==> src/rtl/exc_sched.sv <==
// Exception/interrupt scheduler: prioritises MEM-stage exceptions and interrupts,
// holds the winner until the instruction fetch drains, and owns the Count/Compare timer.
module exc_sched #(
  parameter int CNT_DIV = 2
) (
  input  logic        cpu_clk_50M,
  input  logic        cpu_rst,
  input  logic        mem_valid_i,
  input  logic [31:0] mem_pc_i,
  input  logic        mem_in_delay_i,
  input  logic [31:0] mem_addr_i,
  input  logic [7:0]  exc_req_i,
  input  logic [5:0]  int_hw_i,
  input  logic [31:0] status_i,
  input  logic [31:0] cause_i,
  input  logic        fetch_busy_i,
  input  logic        inst_data_ok,
  input  logic        cp0_we,
  input  logic [4:0]  cp0_waddr,
  input  logic [31:0] cp0_wdata,
  output logic [4:0]  exccode_o,
  output logic [31:0] pc_o,
  output logic        in_delay_o,
  output logic [31:0] misalign_addr_o,
  output logic [5:0]  int_o,
  output logic        stall_o,
  output logic [31:0] count_o,
  output logic [31:0] compare_o
);

  localparam logic [4:0] C_INT  = 5'h00;
  localparam logic [4:0] C_ADEL = 5'h04;
  localparam logic [4:0] C_ADES = 5'h05;
  localparam logic [4:0] C_SYS  = 5'h08;
  localparam logic [4:0] C_BP   = 5'h09;
  localparam logic [4:0] C_RI   = 5'h0a;
  localparam logic [4:0] C_OV   = 5'h0c;
  localparam logic [4:0] C_ERET = 5'h0e;
  localparam logic [4:0] C_NONE = 5'h10;

  typedef enum logic [1:0] {S_IDLE, S_WAIT, S_ISSUE} state_t;

  state_t      r_state, w_next;
  logic [4:0]  r_code, w_code;
  logic [31:0] r_pc, r_addr, w_addr;
  logic        r_in_delay;
  logic        w_int_pend, w_req;

  logic        r_div, w_tick;
  logic [31:0] r_count, r_compare, w_count_inc;
  logic        r_timer_pend;
  logic [5:0]  r_int;
  logic        w_cnt_wr, w_cmp_wr;

  wire w_unused = ^{status_i[31:16], status_i[7:2], cause_i[31:16], cause_i[7:0]};

  assign w_int_pend = (|(cause_i[15:8] & status_i[15:8])) && status_i[0] && !status_i[1];
  assign w_req      = mem_valid_i && (w_int_pend || (|exc_req_i));

  // Flag bit order already matches priority, so the lowest set bit wins.
  always_comb begin
    w_code = C_NONE;
    w_addr = '0;
    if (w_int_pend)        w_code = C_INT;
    else if (exc_req_i[0]) begin w_code = C_ADEL; w_addr = mem_pc_i; end
    else if (exc_req_i[1]) w_code = C_RI;
    else if (exc_req_i[2]) w_code = C_SYS;
    else if (exc_req_i[3]) w_code = C_BP;
    else if (exc_req_i[4]) w_code = C_OV;
    else if (exc_req_i[5]) begin w_code = C_ADEL; w_addr = mem_addr_i; end
    else if (exc_req_i[6]) begin w_code = C_ADES; w_addr = mem_addr_i; end
    else if (exc_req_i[7]) w_code = C_ERET;
  end

  always_ff @(posedge cpu_clk_50M) begin
    if (cpu_rst) r_state <= S_IDLE;
    else         r_state <= w_next;
  end

  always_comb begin
    w_next          = r_state;
    stall_o         = 1'b0;
    exccode_o       = C_NONE;
    pc_o            = '0;
    in_delay_o      = 1'b0;
    misalign_addr_o = '0;
    case (r_state)
      S_IDLE: if (w_req) w_next = S_WAIT;
      S_WAIT: begin
        stall_o = 1'b1;
        if (!fetch_busy_i || inst_data_ok) w_next = S_ISSUE;
      end
      S_ISSUE: begin
        stall_o         = 1'b1;
        exccode_o       = r_code;
        pc_o            = r_pc;
        in_delay_o      = r_in_delay;
        misalign_addr_o = r_addr;
        w_next          = S_IDLE;
      end
      default: w_next = S_IDLE;
    endcase
  end

  // Request is captured only on the IDLE->WAIT transition and frozen afterwards.
  always_ff @(posedge cpu_clk_50M) begin
    if (cpu_rst) begin
      r_code     <= '0;
      r_pc       <= '0;
      r_in_delay <= 1'b0;
      r_addr     <= '0;
    end else if (r_state == S_IDLE && w_req) begin
      r_code     <= w_code;
      r_pc       <= mem_pc_i;
      r_in_delay <= mem_in_delay_i;
      r_addr     <= w_addr;
    end
  end

  assign w_tick      = (CNT_DIV == 1) ? 1'b1 : r_div;
  assign w_count_inc = r_count + 32'd1;
  assign w_cnt_wr    = cp0_we && (cp0_waddr == 5'd9);
  assign w_cmp_wr    = cp0_we && (cp0_waddr == 5'd11);

  // MTC0 writes override the divider tick; a Compare write always clears the pending timer.
  always_ff @(posedge cpu_clk_50M) begin
    if (cpu_rst) begin
      r_div        <= 1'b0;
      r_count      <= '0;
      r_compare    <= '0;
      r_timer_pend <= 1'b0;
      r_int        <= '0;
    end else begin
      r_div <= (CNT_DIV == 1) ? 1'b0 : ~r_div;
      if (w_cnt_wr)    r_count <= cp0_wdata;
      else if (w_tick) r_count <= w_count_inc;
      if (w_cmp_wr) begin
        r_compare    <= cp0_wdata;
        r_timer_pend <= 1'b0;
      end else if (w_tick && !w_cnt_wr && (w_count_inc == r_compare)) begin
        r_timer_pend <= 1'b1;
      end
      r_int <= {int_hw_i[5] | r_timer_pend, int_hw_i[4:0]};
    end
  end

  assign count_o   = r_count;
  assign compare_o = r_compare;
  assign int_o     = r_int;

endmodule

==> config.mk <==
export PLATFORM = sky130hd
export DESIGN_NAME = exc_sched
export DESIGN_NICKNAME = d
export VERILOG_FILES = /design/src/rtl/exc_sched.sv
export SDC_FILE = /design/constraint.sdc
export NUM_CORES = 1
export LEC_CHECK = 0
export CAP_MARGIN = 10
export CORE_UTILIZATION = 30
export DETAILED_ROUTE_END_ITERATION = 10
export PLACE_DENSITY_LB_ADDON = 0.12
export SYNTH_ARGS = -nofsm -noshare
export SYNTH_HDL_FRONTEND = slang
export SYNTH_SLANG_ARGS = --single-unit
export TNS_END_PERCENT = 20
==> constraint.sdc <==
create_clock -name cpu_clk_50M -period 2.95 [get_ports cpu_clk_50M]
set_input_delay 0.59 -clock cpu_clk_50M [delete_from_list [all_inputs] [get_ports cpu_clk_50M]]
set_output_delay 0.59 -clock cpu_clk_50M [all_outputs]
set_load 0.005 [all_outputs]
==> reports/results.ini, run 1 <==
[timing]
hold_violations=0
setup_tns_ns=0
clock_skew_ns=0.0260
slew_violations=0
setup_viol=0
min_period_ns=2.74
worstMarginPinSlew_ns=0.826
rsz0062_at_grt=false
fmaxAchievable_mhz=364
fin_crit_sh=0.930
slew_headroom=0.449

[pwr]
power_density_nw_per_um2=447
power_w=0.00507
power_frac_seq=0.407
peakVddDrop_mv=0.279
switchingPower_w=0.00130
power_frac_comb=0.135
swShare=0.256
power.internal_w=0.00378
p_leak_nw=4.03
p_clk_frac=0.458

[grt]
grt-ovfl-total=0
antenna_found_initial=0
grt_max_degree=144
grt_usage=0.195
grt_pass1_vias=7191
grt_pass1_wl_um=39700

[logic_synthesis]
avgSynthCellArea_um2=7.65
yosysWarnings=0
ys_seq_elements=144
synth.distinct_cells=50
netlist_area_um2=7440
ys.flop_type=dfxtp_1
seq_area_frac_synth=0.387
syn_inst=972
synth_edf_count=0
synth_nets=1163
async_reset_ff_frac=0

[die]
ios=327
fp.coreArea_um2=24300
rows=57
die_y_um=159
die-area_um2=25400
die_w_um=159
start_util=0.306

[finish]
fin_area_um2=11300
antenna_cells=0
instances_no_fill=1567
syn2layout_area_growth_pct=52.5
drive_gt1_frac=0.0636
fillers=2469
final_nets=1421

[worst_setup_path]
cp-start-kind=flop
crit_buf_inv=3
worst-endpoint-arrival_ns=2.15
cpPeakStageDelay_ns=0.53
path_cells=inv_1 -> ha_2 -> buf_12 -> and2_1 -> clkdlybuf4s50_1
rrSetupSlack_ns=0.34
slowest_stage=clkdlybuf4s50_1
worstPathRequired_ns=2.36
worstSetupEndpointType=primary output
crit_path_max_fanout=59
path_class=reg2out
crit_family=buffers and inverters

[clock_tree]
clkTransAtPathRegs_ns=0.06
cts_max_path_buffers=2
clock_sinks=144
worstSkewPairLatency_ns=0.43
cts_root_buffer=clkbuf_16
cts_htree_levels=4
cts-hold-fix-buffers=0
cts_tree=yes
cts_resized=0
cts_setup_buffers=0
cts_buffers=17

[detailed_routing]
firstDrtPassIters=5
via_per_inst=4.83
drtIter0Drc=474
routed_wl_um=25000
route.vias.total=7567
wire_per_inst_um=16.0
route.detailed.drc=0
ant_nets=0

[placed_design]
gp_congestion=0.816
place_area_um2=10700
dp_cells=1535
io_buffer_count=280
hpwl_um=17400

[run_status]
status=finished, final reports clean

[hold_path]
hp-class=reg2reg

[run]
maxCapViolations=0

power groups by stage:
stage / logic, W / clock network (W) / registers [W]
floorplan: 0.000304 / 0 / 0.00210
finish: 0.000686 / 0.00232 / 0.00207
detailed placement: 0.000693 / 0 / 0.00211
CTS: 0.000698 / 0.00240 / 0.00207
global placement: 0.000690 / 0 / 0.00211
global route: 0.000753 / 0.00247 / 0.00207
final cells by class:
| class | instances | area [µm²] | area share |
|---|---|---|---|
| clock buffer | 19 | 453 | 0.0399 |
| clock inverter | 13 | 175 | 0.0154 |
| inverter | 7 | 26.3 | 0.00232 |
| multi-input combinational | 744 | 4260 | 0.375 |
| sequential | 144 | 2880 | 0.254 |
| tap | 324 | 405 | 0.0357 |
| timing repair buffer | 316 | 3150 | 0.277 |
worst paths after layout:
kind	startpoint	endpoint	cells after the start
min reg2reg	r_pc[5]$_SDFFE_PP0P_	r_pc[5]$_SDFFE_PP0P_	2
min	r_pc[5]$_SDFFE_PP0P_	r_pc[5]$_SDFFE_PP0P_	2
max	r_state[0]$_SDFFE_PP0P_	pc_o[24]	5
max reg2reg	count_o[0]$_SDFFE_PP0P_	r_timer_pend$_SDFFE_PP0P_	9
routing by layer:
layer / GRT usage / vias to the layer above / routed length, µm
met3: 0.0453 / 14 / 1450
met2: 0.325 / 252 / 11900
li1: - / 3853 / -
met1: 0.254 / 3448 / 11500
met4: 0.0446 / 0 / 187
met5: 0 / - / 0
state kept, by name, summed over array words and instances, names as in the netlist:
| signal | cells |
|---|---|
| r_state | 2 |
| r_in_delay | 1 |
| int_o | 6 |
| r_code | 5 |
| r_timer_pend | 1 |
| compare_o | 32 |
| count_o | 32 |
| r_addr | 32 |
| r_div | 1 |
| r_pc | 32 |
cell usage after synthesis (all sizes together), types with 17 or more instances:
cell type / n / area [µm²]
xnor2: 34 / 298
a22oi: 36 / 270
a21oi: 107 / 536
nand2: 163 / 612
a211oi: 30 / 225
nand4: 17 / 128
nand3: 23 / 115
clkbuf: 62 / 233
nor3: 45 / 235
and2: 71 / 444
xor2: 44 / 385
dfxtp: 144 / 2880
nor2: 93 / 349
kinds of logic after synthesis:
logic type      share of synthesized area
mux                               0.00404
fa+ha+maj                         0.00841
buf+inv                            0.0446
xor+xnor                           0.0918
simple gates                        0.295
flops                               0.387
compound gates                      0.169
worst min-delay path, cell delays in order, from the launching register on:
cell,delay (ns)
dfxtp_1,0.30
nand2_1,0.05
a21oi_1,0.05
cell usage in the layout, fill, tap and decap left out, types with 6 or more instances in the layout:
master           instances
nand2b_1                 6
buf_4                   31
nand4_1                 15
clkdlybuf4s50_1        279
a21oi_1                107
inv_1                    7
nand3_1                 23
xnor2_1                 34
buf_12                   6
nor2_1                  93
dfxtp_1                144
a211oi_1                30
nor2b_1                  7
clkbuf_16               17
xor2_1                  44
nor3_1                  43
nand2_1                162
nor4_1                  10
o21ai_0                  7
and2_1                  71
a22oi_1                 36
stage by stage:
stage,hold slack [ns],setup slack (ns),util
after floorplan,0.427,0.583,-
after global placement,0.437,0.146,0.441
after detailed placement,0.442,0.126,0.441
after CTS,0.451,0.154,0.467
after global routing,0.466,0.0522,0.467
final,0.449,0.206,0.467
(Power assumes the default switching activity.)
==> run 2, diff against run 1 <==
--- a/config.mk
+++ b/config.mk
@@ -6,9 +6,12 @@
 export NUM_CORES = 1
 export LEC_CHECK = 0
 export CAP_MARGIN = 10
+export CORE_MARGIN = 8
 export CORE_UTILIZATION = 30
 export DETAILED_ROUTE_END_ITERATION = 10
+export GPL_ROUTABILITY_DRIVEN = 0
 export PLACE_DENSITY_LB_ADDON = 0.12
+export REMOVE_ABC_BUFFERS = 1
 export SYNTH_ARGS = -nofsm -noshare
 export SYNTH_HDL_FRONTEND = slang
 export SYNTH_SLANG_ARGS = --single-unit
==> reports/results.ini, run 2 (synthesis results as in run 1) <==
[run_status]
status=finished, final reports clean

[finish]
fin_area_um2=11400
fin_util=0.467
antenna_cells=0
layout_commonest_cell=clkdlybuf4s50_1
final_nets=1423
syn2layout_area_growth_pct=52.6
drive_gt1_frac=0.0651
final_cell_mix=279 x clkdlybuf4s50_1, 162 x nand2_1, 144 x dfxtp_1

[grt]
grt_max_degree=106
grt_pass1_vias=7655
grt_usage=0.177
antenna_found_initial=1
grt-ovfl-total=0
grt_pass1_wl_um=43500

[clock_tree]
cts_root_buffer=clkbuf_16
clock_sinks=144
cts_htree_levels=4
cts-hold-fix-buffers=0
cts_buffers=17
cts_resized=0
cts_max_path_buffers=2
cts_setup_buffers=0
clkTransAtPathRegs_ns=0.06
worstSkewPairLatency_ns=0.42
cts_tree=yes

[detailed_routing]
ant_nets=0
via_per_inst=4.85
wire_per_inst_um=17.4
route.vias.total=7602
firstDrtPassIters=5
route.detailed.drc=0
routed_wl_um=27300
drtIter0Drc=465

[worst_setup_path]
slowest_stage=clkdlybuf4s50_1
cpPeakStageDelay_ns=0.55
worstPathRequired_ns=2.36
worst-endpoint-arrival_ns=2.22
crit_path_max_fanout=55
worstSetupEndpointType=primary output
cp-start-kind=flop
path_class=reg2out
path_cells=inv_1 -> ha_2 -> buf_12 -> and2_1 -> clkdlybuf4s50_1

[die]
start_util=0.306
fp.coreArea_um2=24300
rows=57
die-area_um2=30100
ios=327
die_w_um=173
die_y_um=173

[timing]
clock_skew_ns=0.0106
min_period_ns=2.81
worstMarginPinSlew_ns=0.702
rsz0062_at_grt=false
setup_viol=0
fin_crit_sh=0.953
slew_violations=0
slew_headroom=0.532
fmaxAchievable_mhz=356
hold_violations=0

[pwr]
power_density_nw_per_um2=444
peakVddDrop_mv=0.365
p_leak_nw=4.04
power_w=0.00504

[placed_design]
hpwl_um=19600
io_buffer_count=280
place_area_um2=10700

[hold_path]
hp-class=reg2reg

[run]
maxCapViolations=0

[run 2: power breakdown]
part / internal, W / leakage, nW / total, W / switching, W
logic: 0.000360 / 2.57 / 0.000689 / 0.000328
registers: 0.00202 / 1.17 / 0.00206 / 0.0000435
clock network: 0.00137 / 0.294 / 0.00229 / 0.000919
[run 2: critical path: cells and delay by family, from the launching register on]
family                   cells  cell delay, ns
buffers and inverters        3            0.90
AND/OR/NAND/NOR              1            0.16
flip-flops                   1            0.34
adder cells (fa/ha/maj)      1            0.38
[run 2: worst paths after layout]
kind	to	slack, ns	start	cells after the start
worst max-delay path	pc_o[25]	0.14	r_state[0]$_SDFFE_PP0P_	5
worst min-delay path	r_pc[8]$_SDFFE_PP0P_	0.45	r_pc[8]$_SDFFE_PP0P_	2
worst max register to register	r_timer_pend$_SDFFE_PP0P_	0.43	count_o[2]$_SDFFE_PP0P_	7
worst min register to register	r_pc[8]$_SDFFE_PP0P_	0.45	r_pc[8]$_SDFFE_PP0P_	2
[run 2: per-layer routing]
| layer | global-route usage | share of wire | wire, µm | up-vias |
|---|---|---|---|---|
| met4 | 0.0356 | 0.0060 | 163 | 2 |
| met5 | 0 | 0.00048 | 13 | - |
| met3 | 0.0488 | 0.069 | 1870 | 12 |
| li1 | - | - | - | 3854 |
| met2 | 0.293 | 0.47 | 12800 | 203 |
| met1 | 0.227 | 0.46 | 12400 | 3531 |
[run 2: final cells by class]
| cell class | instances | area, µm² |
|---|---|---|
| multi-input combinational | 744 | 4260 |
| inverter | 7 | 26.3 |
| clock buffer | 18 | 439 |
| clock inverter | 14 | 179 |
| fill | 2514 | 13000 |
| tap | 324 | 405 |
| sequential | 144 | 2880 |
| timing repair buffer | 318 | 3160 |
[run 2: per-stage QoR]
| step | setup TNS, ns | cells | hold slack, ns | setup WS, ns |
|---|---|---|---|---|
| 2_1_floorplan | -105.75 | 895 | 0.421 | -1.73 |
| 3_3_place_gp | 0 | 1537 | 0.438 | 0.134 |
| 3_5_place_dp | 0 | 1537 | 0.442 | 0.0763 |
| 4_1_cts | 0 | 1569 | 0.451 | 0.0807 |
| 5_1_grt | 0 | 1569 | 0.465 | 0.00316 |
| 6_report | 0 | 1569 | 0.448 | 0.139 |
